--- config.mk ---
export PLATFORM = sky130hd
export DESIGN_NAME = id_ex_operand_stage
export DESIGN_NICKNAME = d
export VERILOG_FILES = /design/src/rtl/id_ex_operand_stage.sv
export SDC_FILE = /design/constraint.sdc
export NUM_CORES = 1
export LEC_CHECK = 0
export ABC_AREA = 1
export BUFFER_PORTS_ARGS = -buffer_cell sky130_fd_sc_hd__clkbuf_2
export CAP_MARGIN = 10
export CORE_MARGIN = 1.5
export CORE_UTILIZATION = 30
export DETAILED_ROUTE_END_ITERATION = 6
export PLACE_DENSITY_LB_ADDON = 0.08
export REMOVE_ABC_BUFFERS = 1
export SLEW_MARGIN = 10
export SYNTH_ARGS = -nofsm -noshare
export SYNTH_HDL_FRONTEND = slang
export SYNTH_SLANG_ARGS = --single-unit
--- constraint.sdc ---
create_clock -name clk -period 2.5 [get_ports clk]
set_input_delay 0.375 -clock clk [delete_from_list [all_inputs] [get_ports clk]]
set_output_delay 0.375 -clock clk [all_outputs]
set_load 0.01 [all_outputs]
--- src/rtl/id_ex_operand_stage.sv ---
// ID/EX pipeline register with EX/MEM and MEM/WB operand forwarding for the ALU.
// Also detects load-use hazards and supports external stall and flush.
module id_ex_operand_stage #(
  parameter int unsigned XLEN       = 32,
  parameter int unsigned REG_ADDR_W = 5
) (
  input  logic                  clk,
  input  logic                  rst,
  input  logic                  id_valid,
  input  logic [XLEN-1:0]       id_pc,
  input  logic [XLEN-1:0]       id_rs1_data,
  input  logic [XLEN-1:0]       id_rs2_data,
  input  logic [XLEN-1:0]       id_imm,
  input  logic [REG_ADDR_W-1:0] id_rs1,
  input  logic [REG_ADDR_W-1:0] id_rs2,
  input  logic [REG_ADDR_W-1:0] id_rd,
  input  logic [2:0]            id_alu_ctrl,
  input  logic                  id_a_src,
  input  logic                  id_b_src,
  input  logic                  id_reg_write,
  input  logic                  id_mem_read,
  input  logic                  id_mem_write,
  input  logic                  stall,
  input  logic                  flush,
  input  logic [REG_ADDR_W-1:0] mem_rd,
  input  logic                  mem_reg_write,
  input  logic [XLEN-1:0]       mem_result,
  input  logic [REG_ADDR_W-1:0] wb_rd,
  input  logic                  wb_reg_write,
  input  logic [XLEN-1:0]       wb_result,
  output logic                  ex_valid,
  output logic [XLEN-1:0]       alu_a,
  output logic [XLEN-1:0]       alu_b,
  output logic [2:0]            alu_ctrl,
  output logic [XLEN-1:0]       ex_store_data,
  output logic [XLEN-1:0]       ex_pc,
  output logic [REG_ADDR_W-1:0] ex_rd,
  output logic                  ex_reg_write,
  output logic                  ex_mem_read,
  output logic                  ex_mem_write,
  output logic                  load_use_hazard
);

  typedef struct packed {
    logic                  valid;
    logic [XLEN-1:0]       pc;
    logic [XLEN-1:0]       imm;
    logic [XLEN-1:0]       rs1;
    logic [XLEN-1:0]       rs2;
    logic [REG_ADDR_W-1:0] rs1_idx;
    logic [REG_ADDR_W-1:0] rs2_idx;
    logic [REG_ADDR_W-1:0] rd;
    logic [2:0]            alu_ctrl;
    logic                  a_src;
    logic                  b_src;
    logic                  reg_write;
    logic                  mem_read;
    logic                  mem_write;
  } ex_t;

  ex_t ex_q, ex_d;
  logic [XLEN-1:0] fwd_a, fwd_b;

  // EX/MEM wins over MEM/WB; x0 is never forwarded.
  always_comb begin
    fwd_a = ex_q.rs1;
    if (mem_reg_write && (mem_rd != '0) && (mem_rd == ex_q.rs1_idx)) begin
      fwd_a = mem_result;
    end else if (wb_reg_write && (wb_rd != '0) && (wb_rd == ex_q.rs1_idx)) begin
      fwd_a = wb_result;
    end
    fwd_b = ex_q.rs2;
    if (mem_reg_write && (mem_rd != '0) && (mem_rd == ex_q.rs2_idx)) begin
      fwd_b = mem_result;
    end else if (wb_reg_write && (wb_rd != '0) && (wb_rd == ex_q.rs2_idx)) begin
      fwd_b = wb_result;
    end
  end

  assign load_use_hazard = ex_q.valid && ex_q.mem_read && (ex_q.rd != '0) && id_valid &&
                           ((ex_q.rd == id_rs1) || (ex_q.rd == id_rs2));

  always_comb begin
    ex_d = ex_q;
    if (flush) begin
      ex_d = '0;
    end else if (stall) begin
      // Keep operands current so data retiring from WB during the stall survives.
      ex_d.rs1 = fwd_a;
      ex_d.rs2 = fwd_b;
    end else if (load_use_hazard) begin
      ex_d = '0;
    end else begin
      ex_d.valid     = id_valid;
      ex_d.pc        = id_pc;
      ex_d.imm       = id_imm;
      ex_d.rs1       = (wb_reg_write && (wb_rd != '0) && (wb_rd == id_rs1)) ?
                       wb_result : id_rs1_data;
      ex_d.rs2       = (wb_reg_write && (wb_rd != '0) && (wb_rd == id_rs2)) ?
                       wb_result : id_rs2_data;
      ex_d.rs1_idx   = id_rs1;
      ex_d.rs2_idx   = id_rs2;
      ex_d.rd        = id_rd;
      ex_d.alu_ctrl  = id_alu_ctrl;
      ex_d.a_src     = id_a_src;
      ex_d.b_src     = id_b_src;
      ex_d.reg_write = id_valid && id_reg_write;
      ex_d.mem_read  = id_valid && id_mem_read;
      ex_d.mem_write = id_valid && id_mem_write;
    end
  end

  always_ff @(posedge clk) begin
    if (rst) begin
      ex_q <= '0;
    end else begin
      ex_q <= ex_d;
    end
  end

  assign ex_valid      = ex_q.valid;
  assign alu_a         = ex_q.a_src ? ex_q.pc : fwd_a;
  assign alu_b         = ex_q.b_src ? ex_q.imm : fwd_b;
  assign alu_ctrl      = ex_q.alu_ctrl;
  assign ex_store_data = fwd_b;
  assign ex_pc         = ex_q.pc;
  assign ex_rd         = ex_q.rd;
  assign ex_reg_write  = ex_q.reg_write;
  assign ex_mem_read   = ex_q.mem_read;
  assign ex_mem_write  = ex_q.mem_write;

endmodule

=== Yosys cells after proc, flatten, opt, wreduce, memory -nomap -nowiden ===
Cells that the tools add are included.

* Logic and storage cells: 52
* Register bits: 152

* Reduce and logical (&&, ||, !) cells: 20
* Equal/unequal tests: 8
* Multiplexer cells: 10

{| class="wikitable"
|+ Operators with widths
! kind !! number
|-
| two-way mux 32 bit || 8
|-
| two-way mux 152 bit || 1
|-
| two-way mux 64 bit || 1
|-
| equality test 5 bit || 8
|-
| logical AND 1 bit || 15
|-
| nonzero test 5 bit || 3
|-
| OR reduction 2 bit || 1
|-
| logical OR 1 bit || 1
|}

=== Logic depth before layout (Yosys ltp) ===
Gate-level depths: netlist (run 1).

* Word-level depth: 6
* Depth in mapped cells: 12
* Depth with buffers taken out: 10

=== Worst setup path before layout (run 1) ===
Ideal clock, no wire load.

* Kind: input -> output
* Start point: input wb_rd[4]
* End point: output alu_b[10]
* Slack: 0.541 ns
* Data arrival time: 1.584 ns
* Required time: 2.125 ns
* Stages on the path: 8
* Path through: buf_2 > xor2_1 > nor2_1 > buf_2 > nand3_1 > nand3_1 > nand2_1 > o21ai_1

* Longest elaborated chain between the ends: 6
* Elaborated cells between the ends (all ways): 7

{| class="wikitable"
|+ Ends and longest elaborated chain
! what !! RTL line !! text
|-
| from (decl) || 28 || <nowiki>input logic [REG_ADDR_W-1:0] wb_rd,</nowiki>
|-
| nonzero test 5 bit || 75 || <nowiki>end else if (wb_reg_write && (wb_rd != '0) && (wb_rd == ex_q.rs2_idx)) begin</nowiki>
|-
| logical AND 1 bit || 75 ||
|-
| logical AND 1 bit * || 75 ||
|-
| two-way mux 32 bit * || 75 ||
|-
| two-way mux 32 bit * || 73 || <nowiki>if (mem_reg_write && (mem_rd != '0) && (mem_rd == ex_q.rs2_idx)) begin</nowiki>
|-
| two-way mux 32 bit * || 123 || <nowiki>assign alu_b = ex_q.b_src ? ex_q.imm : fwd_b;</nowiki>
|-
| to (decl) || 33 || <nowiki>output logic [XLEN-1:0] alu_b,</nowiki>
|}

Mark *: on every way between the ends. The rest lies on a longest branch, timed or not.

=== Final worst setup path (run 1) ===
* Start point: register ex_q[19] (netlist bit)
* End point: output alu_a[12]

* Longest elaborated chain between the ends: 5
* Elaborated cells between the ends (all ways): 7

{| class="wikitable"
|+ Ends and longest elaborated chain
! what !! RTL line !! text
|-
| from (decl) || 61 || <nowiki>ex_t ex_q, ex_d;</nowiki>
|-
| from (signal assigned) || 115 || <nowiki>ex_q <= '0;</nowiki>
|-
| from (signal assigned) || 117 || <nowiki>ex_q <= ex_d;</nowiki>
|-
| equality test 5 bit || 69 || <nowiki>end else if (wb_reg_write && (wb_rd != '0) && (wb_rd == ex_q.rs1_idx)) begin</nowiki>
|-
| logical AND 1 bit || 69 ||
|-
| two-way mux 32 bit || 69 ||
|-
| two-way mux 32 bit * || 67 || <nowiki>if (mem_reg_write && (mem_rd != '0) && (mem_rd == ex_q.rs1_idx)) begin</nowiki>
|-
| two-way mux 32 bit * || 122 || <nowiki>assign alu_a = ex_q.a_src ? ex_q.pc : fwd_a;</nowiki>
|-
| to (decl) || 32 || <nowiki>output logic [XLEN-1:0] alu_a,</nowiki>
|}

Marks and branches as above.

==> impl_metrics.yaml, run 1 <==
placement:
  post-place-ws_ps: 204
  port_buffers: 372
  place_inst: 2251
  gp_congestion: 0.790
  place_hpwl_um: 28200
logic_synthesis:
  synth.area.top_cells: "dfxtp_1, nand2_1, nand3_1, a21oi_1, buf_4"
  yosysWarnings: 0
  syn_inst: 1599
  netlist.area_leader.share_pct: 31.3
  ys_types: 25
  synthXorXnorAreaFrac_pct: 2.89
  synth_top_area_cell: "dfxtp_1"
  yosys_most_used_dff: "dfxtp_1"
  synth-edff-count: 0
  synthArstFlopShare_pct: 0
  synth_compound_area_share_pct: 11.2
  synth_top_family_by_area: "simple AND/OR/NAND/NOR gates"
  synth.avg_cell_area_um2: 6.07
  synth-seq-cells: 152
  synthMuxAreaShare_pct: 0
  seq_area_frac_synth_pct: 31.3
  syn_area_mm2: 0.00971
  synth_fa_ha_area_share_pct: 0
  synth-simple-area-share_pct: 42.3
worst_setup_path:
  cp-end-kind: "output port"
  crit_path_cell_trace: "xnor2_1 > nand2_1 > nor3_4 > buf_12 > clkbuf_16 > nand3_1 > nand2_2 > o21ai_1 > buf_2"
  crit_path_max_incr_delay_ps: 360
  crit_arrival_ps: 2100
  start_kind: "flop"
  cp_slowest_cell: "dfxtp_4"
  crit_fanout: 8
  path_class: "flop to output port"
  worstPathRequired_ps: 2120
sta:
  fmax_mhz: 404
  rsz0062_at_grt: "yes"
  final.period_utilization_pct: 99.0
  worst_slack_ps: 25.2
  slew_viol_final: 0
  fin_crit_ps: 2470
  worst_pin_slew_ps: 596
  setup_viol: 0
  skew_ps: 13.6
  relSlewSlack_pct: 60.2
  tns_ps: 0
  hold_viol_final: 0
floorplan:
  io_pins: 373
  die_height_um: 183
  start_util_pct: 30.6
  core_area_mm2: 0.0317
  rows: 65
  die_area_mm2: 0.0334
  die_w_um: 183
global_route:
  busiest_layer: "met2"
  grt_pass1_vias: 11100
  overflow: 0
  grt_pass1_wl_um: 62500
  grtUsageTotal_pct: 24.2
  grtUsageMet2_pct: 42.0
  grt_use_met1_pct: 30.2
  grt_util_met3_pct: 5.40
  grt_max_degree: 81
  antenna_found_initial: 4
power:
  power_density_mw_per_mm2: 514
  ir_worst_vdd_uv: 456
  power_mw: 6.78
  p_leak_nw: 6.52
detailed_routing:
  ant_nets: 0
  avgViaCountPerCell: 5.02
  drcViolationCount: 0
  routedWlPerCell_um: 18.5
  first_iter_violations: 788
  via_count: 11500
  drtPass1Iterations: 5
  wirelength_um: 42400
cells_and_area:
  final_core_util_pct: 41.6
  drive_gt1_share_pct: 32.8
  final_cell_mix: "nand2_1, clkbuf_2, nand3_1, a21oi_1, dfxtp_1"
  area_growth_pct: 35.9
  final_common_cell: "nand2_1"
  finalNonFillerCells: 2294
  fillers: 3503
  layout.nets: 2110
cts:
  htree_levels: 4
  clkSlewWorstSetupHoldPaths_ps: 70
  cts_tree: "done"
  cts_sinks: 152
  root_buffer: "clkbuf_16"
  numCtsBuffers: 17
  clkLatencyLatePin_ps: 440
  cts_buffer_depth: 2
run_status:
  status: "complete, no violations"
min_path:
  holdCritPathClass: "primary input to flop"
run:
  drv_cap: 0
==> metal layers <==
metal	wire, um	vias to the layer above
met5	0	-
met4	590	0
met3	3020	42
met2	20200	404
met1	18600	5310
li1	-	5753
==> sequential cells by signal, indices dropped and copies added, names as in the netlist <==
name,cells
ex_mem_write,1
ex_reg_write,1
ex_pc,32
ex_rd,5
ex_mem_read,1
alu_ctrl,3
ex_q,108
ex_valid,1
==> area by class of cell <==
cell class / instances / area [um2] / area share (%)
clock inverters: 9 / 150 / 1.14
well taps: 402 / 503 / 3.81
clock buffers: 20 / 457 / 3.46
inverters: 82 / 308 / 2.33
diodes: 4 / 10.0 / 0.0759
multi-input cells: 1200 / 6100 / 46.2
flip-flops and latches: 152 / 3060 / 23.2
repair buffers: 425 / 2610 / 19.8
==> kinds of logic (layout without fill, tap and decap cells) <==
group | after synthesis | in the layout
DFF | 152 | 152
other | 0 | 4
AOI/OAI and AO/OA | 217 | 217
xor gates and xnor gates | 32 | 32
buffers and inverters | 247 | 536
and+or+nand+nor | 951 | 951
==> worst max-delay path: cells and delay by family, from the launching register on <==
family,cells,cell delay (ps)
AOI/OAI and AO/OA,1,60
DFF,1,360
buffers and inverters,3,490
xor gates and xnor gates,1,140
and+or+nand+nor,4,580
==> report_power, final <==
part	switching (mW)	leakage, nW	internal, mW
registers	0.0485	1.24	2.50
logic	0.881	4.99	0.515
clock network	1.13	0.294	1.70
==> repair_timing <==
| item | 4_1_cts | 5_1_grt |
|---|---|---|
| setup endpoints to repair | 52 | 96 |
| cloned | 0 | 7 |
| pin swaps | 2 | 36 |
| setup buffers | 0 | 3 |
| resized for setup | 42 | 164 |
| hold buffers | 0 | 0 |
==> metrics by stage <==
step                hold slack (ps)  cell area, um2
global route                    146           13200
detailed placement              456           11700
floorplan                       437            8830
global placement                445           11700
CTS                             141           12500
finish                          152           13200
==> cells in the mapped netlist, types with 14 or more instances <==
| cell type | instances |
|---|---|
| nand2_1 | 588 |
| o21ai_1 | 60 |
| xor2_1 | 18 |
| nand4_1 | 37 |
| dfxtp_1 | 152 |
| nand3_1 | 294 |
| clkbuf_1 | 55 |
| xnor2_1 | 14 |
| buf_4 | 45 |
| inv_1 | 80 |
| nor2_1 | 15 |
| buf_2 | 62 |
| a21oi_1 | 152 |
==> worst paths after layout <==
check             depth (start not counted)        end  slack [ps]  startpoint
hold reg to reg                           2   ex_q[95]         460    ex_q[95]
hold / removal                            3  ex_pc[15]         150   id_pc[15]
setup / recovery                          9  alu_a[12]          30    ex_q[19]
setup reg to reg                          8   ex_q[43]         350    ex_rd[0]
(Power assumes the default switching activity.)
==> run 2: changes to the inputs <==
--- a/config.mk
+++ b/config.mk
@@ -5,7 +5,6 @@
 export SDC_FILE = /design/constraint.sdc
 export NUM_CORES = 1
 export LEC_CHECK = 0
-export ABC_AREA = 1
 export BUFFER_PORTS_ARGS = -buffer_cell sky130_fd_sc_hd__clkbuf_2
 export CAP_MARGIN = 10
 export CORE_MARGIN = 1.5
==> impl_metrics.yaml, run 2 <==
worst_setup_path:
  crit_buf_inv: 4
  start_kind: "flop"
  crit_fanout: 7
  path_class: "flop to output port"
  crit_family: "buffers and inverters"
  crit_path_cell_trace: "xor2_1 > nor3_2 > buf_4 > and3_4 > buf_12 > buf_12 > a221oi_2 > o31ai_1 > clkbuf_2"
  crit_path_max_incr_delay_ps: 340
  cp_slowest_cell: "dfxtp_2"
  cp-end-kind: "output port"
  crit_top_cell: "buf_12"
  crit_arrival_ps: 2340
  worstPathRequired_ps: 2120
min_path:
  holdCritPathClass: "primary input to flop"
sta:
  fin_crit_ps: 2710
  skew_ps: 8.28
  final.period_utilization_pct: 108
  worst_slack_ps: -212
  worst_pin_slew_ps: 888
  relSlewSlack_pct: 40.8
  slew_viol_final: 0
  rsz0062_at_grt: "yes"
  setup_viol: 96
  holdWs_ps: 155
  hold_viol_final: 0
  fmax_mhz: 369
cells_and_area:
  largest_reg_flops: 108
  final_cell_mix: "clkbuf_2, dfxtp_1, a22o_1, buf_4"
  regArea_mm2: 0.00307
  multi_input_area_mm2: 0.00624
  final_common_cell: "clkbuf_2"
  regMostFlops: "ex_q"
  layout.nets: 1603
  fillers: 2982
  drive_gt1_share_pct: 52.0
  area_growth_pct: 53.0
  fin_area_mm2: 0.0141
cts:
  cts_sinks: 152
  postCtsHoldBufs: 0
  clkLatencyLatePin_ps: 430
  numCtsBuffers: 17
  htree_levels: 4
  clkSlewWorstSetupHoldPaths_ps: 70
  cts_buffer_depth: 2
  cts_tree: "done"
  root_buffer: "clkbuf_16"
logic_synthesis:
  yosys_most_used_dff: "dfxtp_1"
  synthMuxAreaShare_pct: 6.96
  synth-simple-area-share_pct: 14.5
  synth_top_area_cell: "dfxtp_1"
  synth.avg_cell_area_um2: 9.25
  yosysMostFrequentCell: "dfxtp_1"
  synth_common_cells: "dfxtp_1, a22o_1, nand2_1"
  seq_area_frac_synth_pct: 33.1
  synthXorXnorAreaFrac_pct: 3.81
  syn_area_mm2: 0.00920
  yosysWarnings: 0
  synth_top_family_by_area: "compound AO/OA/AOI/OAI gates"
  synth_fa_ha_area_share_pct: 0
  synthArstFlopShare_pct: 0
  synth-edff-count: 0
  synth.area.top_cells: "dfxtp_1, a22o_1, mux2i_1, a221oi_2, o32ai_1"
  syn_inst: 995
  synth-seq-cells: 152
  netlist.area_leader.share_pct: 33.1
  synth_compound_area_share_pct: 30.5
  ys_types: 40
run_status:
  status: "complete, but fails checks"
  violations: "setup timing"
floorplan:
  die_height_um: 178
  core_area_mm2: 0.0299
  die_area_mm2: 0.0317
  start_util_pct: 30.8
  die_w_um: 178
  io_pins: 373
  rows: 63
power:
  p_clk_share_pct: 38.0
  combPwrFrac_pct: 23.3
  power_density_mw_per_mm2: 471
  p_sw_mw: 1.97
  ir_worst_vdd_uv: 450
  swShare_pct: 29.7
  p_leak_nw: 6.01
  pwr-share-seq_pct: 38.8
  p_int_mw: 4.66
detailed_routing:
  ant_nets: 0
  drcViolationCount: 0
  avgViaCountPerCell: 5.35
  drtPass1Iterations: 6
  wirelength_um: 39200
  routedWlPerCell_um: 22.1
  first_iter_violations: 522
  via_count: 9495
placement:
  port_buffers: 372
  place_area_mm2: 0.0118
  gp_congestion: 0.770
  place_hpwl_um: 26600
global_route:
  antenna_found_initial: 4
  grtUsageTotal_pct: 24.0
  busiest_layer: "met2"
  grt_pass1_wl_um: 56900
  grt_util_met3_pct: 5.46
  grt_pass1_vias: 9412
  grtUsageMet2_pct: 40.6
  grt_use_met1_pct: 30.7
  grt_max_degree: 65
  overflow: 0
run:
  drv_cap: 0
==> run 2: cell count changes after synthesis, moves of 27 or more <==
cell	change
nand2_1	-523
nand3_1	-290
a21oi_1	-152
a22o_1	+85
mux2i_1	+64
and3_1	+40
a221oi_2	+38
o31ai_1	+38
o32ai_1	+38
nand4_1	-37
nor2_1	+35
o21ai_1	-35
buf_2	-29
inv_1	-27
==> run 2: cell families (layout without fill, tap and decap cells) <==
kind of cell	after synthesis	in the layout
buf+inv	199	586
compound gates	314	315
flops	152	152
xor+xnor	40	40
simple gates	226	226
other cells	0	1
mux	64	64
==> run 2: area by class of cell <==
cell class / instances / share of cell area, %
multi-input combinational: 645 / 44.3
timing repair buffer: 502 / 25.0
sequential: 152 / 21.8
tap: 390 / 3.47
clock buffer: 20 / 3.24
inverter: 53 / 1.41
clock inverter: 11 / 0.711
antenna: 1 / 0.0178
==> run 2: final timing paths <==
kind	start	to	slack (ps)	cells after the start
hold / removal	id_imm[31]	ex_q[118]	160	2
setup reg to reg	ex_q[13]	ex_q[49]	380	11
setup / recovery	ex_q[22]	alu_a[4]	-210	9
hold reg to reg	ex_q[115]	ex_q[115]	470	1
==> run 2: through the flow <==
stage | total power [mW] | setup slack, ps | utilization [%] | std cells | TNS (ps)
CTS | 6.60 | -246 | 44.8 | 1757 | -15490
detailed placement | 3.86 | -191 | 39.5 | 1703 | -10620
global placement | 3.86 | -196 | 39.5 | 1703 | -10790
finish | 6.63 | -212 | 47.1 | 1774 | -12800
global route | 6.91 | -316 | 47.1 | 1773 | -20330
floorplan | 3.15 | -2420 | - | 849 | -336440
==> run 2: metal layers <==
metal	share of wire, %	vias up
li1	-	4523
met2	49	299
met3	6.3	30
met5	0.061	-
met4	1.2	4
met1	44	4639
==> run 2: power groups by stage <==
stage,registers (mW),logic (mW),clock network [mW]
2_1_floorplan,2.62,0.523,0
3_5_place_dp,2.62,1.24,0
3_3_place_gp,2.62,1.24,0
4_1_cts,2.57,1.43,2.60
5_1_grt,2.58,1.65,2.69
6_report,2.57,1.54,2.52
==> run 2: worst register-to-register path, delay by kind of cell, from the launching register on <==
kind,cells,cell delay [ps]
buf+inv,6,800
xor+xnor,1,190
simple gates,1,170
compound gates,3,460
flops,1,370
==> run 2: repair_timing <==
| action | 4_1_cts | 5_1_grt |
|---|---|---|
| endpoints found under the setup margin | 96 | 97 |
| buffers inserted | 17 | 14 |
| gates cloned | 8 | 4 |
| gates resized for setup | 111 | 120 |
| pin swaps | 42 | 51 |
==> run 3: changes to the inputs <==
--- a/config.mk
+++ b/config.mk
@@ -8,7 +8,7 @@
 export BUFFER_PORTS_ARGS = -buffer_cell sky130_fd_sc_hd__clkbuf_2
 export CAP_MARGIN = 10
 export CORE_MARGIN = 1.5
-export CORE_UTILIZATION = 30
+export CORE_UTILIZATION = 25
 export DETAILED_ROUTE_END_ITERATION = 6
 export PLACE_DENSITY_LB_ADDON = 0.08
 export REMOVE_ABC_BUFFERS = 1
==> impl_metrics.yaml, run 3 (synthesis gave the netlist of run 2 again) <==
sta:
  rsz0062_at_grt: "yes"
  slew_viol_final: 0
  relSlewSlack_pct: 27.2
  final.period_utilization_pct: 112
  tns_ps: -17750
  worst_pin_slew_ps: 1080
  fmax_mhz: 358
  skew_ps: 10.4
  setup_viol: 96
  hold_viol_final: 0
  fin_crit_ps: 2790
  worst_slack_ps: -291
cts:
  root_buffer: "clkbuf_16"
  numCtsBuffers: 17
  cts_sinks: 152
  htree_levels: 4
  cts_buffer_depth: 2
  clkSlewWorstSetupHoldPaths_ps: 70
  clkLatencyLatePin_ps: 450
  cts_tree: "done"
cells_and_area:
  regMostFlops: "ex_q"
  drive_gt1_share_pct: 53.8
  area_growth_pct: 60.0
  finalNonFillerCells: 1900
  layout.nets: 1649
  fillers: 3716
  final_common_cell: "clkbuf_2"
  fin_area_mm2: 0.0147
  largest_reg_flops: 108
  final_cell_mix: "clkbuf_2, dfxtp_1, buf_4, a22o_1"
detailed_routing:
  routedWlPerCell_um: 22.6
  avgViaCountPerCell: 5.09
  via_count: 9673
  first_iter_violations: 377
  ant_nets: 0
  drtPass1Iterations: 4
  drcViolationCount: 0
  wirelength_um: 42900
power:
  power_mw: 7.02
  p_leak_nw: 6.43
  power_density_mw_per_mm2: 477
  ir_worst_vdd_uv: 439
worst_setup_path:
  crit_path_cell_trace: "xor2_1 > a211oi_2 > buf_4 > and3_4 > buf_12 > buf_16 > buf_12 > a221oi_4 > o31ai_1 > buf_2"
  crit_fanout: 7
  crit_buf_inv: 5
  crit_top_cell: "buf_12"
  crit_path_max_incr_delay_ps: 360
  crit_arrival_ps: 2420
  crit_family: "buffers and inverters"
  path_class: "flop to output port"
  cp_slowest_cell: "dfxtp_4"
  cp-end-kind: "output port"
  start_kind: "flop"
  worstPathRequired_ps: 2120
floorplan:
  core_area_mm2: 0.0364
  start_util_pct: 25.2
  die_w_um: 195
  die_height_um: 195
  die_area_mm2: 0.0380
  rows: 70
  io_pins: 373
global_route:
  grtUsageTotal_pct: 21.8
  grt_max_degree: 65
  antenna_found_initial: 8
  overflow: 0
  grt_pass1_wl_um: 62400
  grt_pass1_vias: 9877
min_path:
  holdCritPathClass: "primary input to flop"
placement:
  gp_congestion: 0.764
  port_buffers: 372
  place_inst: 1799
  place_area_mm2: 0.0121
  place_hpwl_um: 28100
  post-place-ws_ps: -262
run:
  drv_cap: 0
run_status:
  violations: "setup timing"
  status: "complete, but fails checks"
==> run 3: layout make-up <==
type / instances / area (um2) / area share, %
multi-input cells: 645 / 6220 / 42.3
repair buffers: 548 / 4010 / 27.2
flip-flops and latches: 152 / 3070 / 20.8
well taps: 468 / 586 / 3.98
clock buffers: 21 / 460 / 3.13
inverters: 53 / 199 / 1.35
clock inverters: 11 / 170 / 1.16
diodes: 2 / 5.00 / 0.0340
==> run 3: power breakdown <==
part / leakage (nW) / internal [mW] / switching, mW
Sequential: 1.24 / 2.51 / 0.0704
Combinational: 4.88 / 0.750 / 0.814
Clock: 0.300 / 1.73 / 1.16
Total: 6.43 / 4.98 / 2.04
==> run 3: stage by stage <==
stage          hold slack, ps  utilization (%)
5_1_grt                   119             40.4
4_1_cts                   113             38.1
3_3_place_gp              453             33.1
2_1_floorplan             442                -
6_report                  139             40.4
3_5_place_dp              454             33.1
==> run 3: final timing paths <==
kind,startpoint,endpoint,slack [ps],depth (start not counted)
worst max-delay path,ex_q[18],alu_a[14],-290,10
worst min-delay path,id_pc[20],ex_pc[20],140,2
worst max register to register,ex_q[18],ex_q[86],400,10
worst min register to register,ex_reg_write,ex_reg_write,470,1
==> run 3: metal layers <==
layer | up-vias | global-route usage (%) | wire length (um)
li1 | 4601 | - | -
met1 | 4753 | 28.3 | 19400
met2 | 274 | 36.6 | 20700
met3 | 35 | 5.22 | 2260
met4 | 10 | 4.85 | 484
met5 | - | 0 | 70
==> run 3: timing repair <==
item | CTS | global route
gates cloned | 9 | 6
pin swaps | 60 | 37
buffers inserted | 31 | 24
endpoints found under the setup margin | 96 | 96
gates resized for setup | 121 | 120
hold buffers | 0 | 0
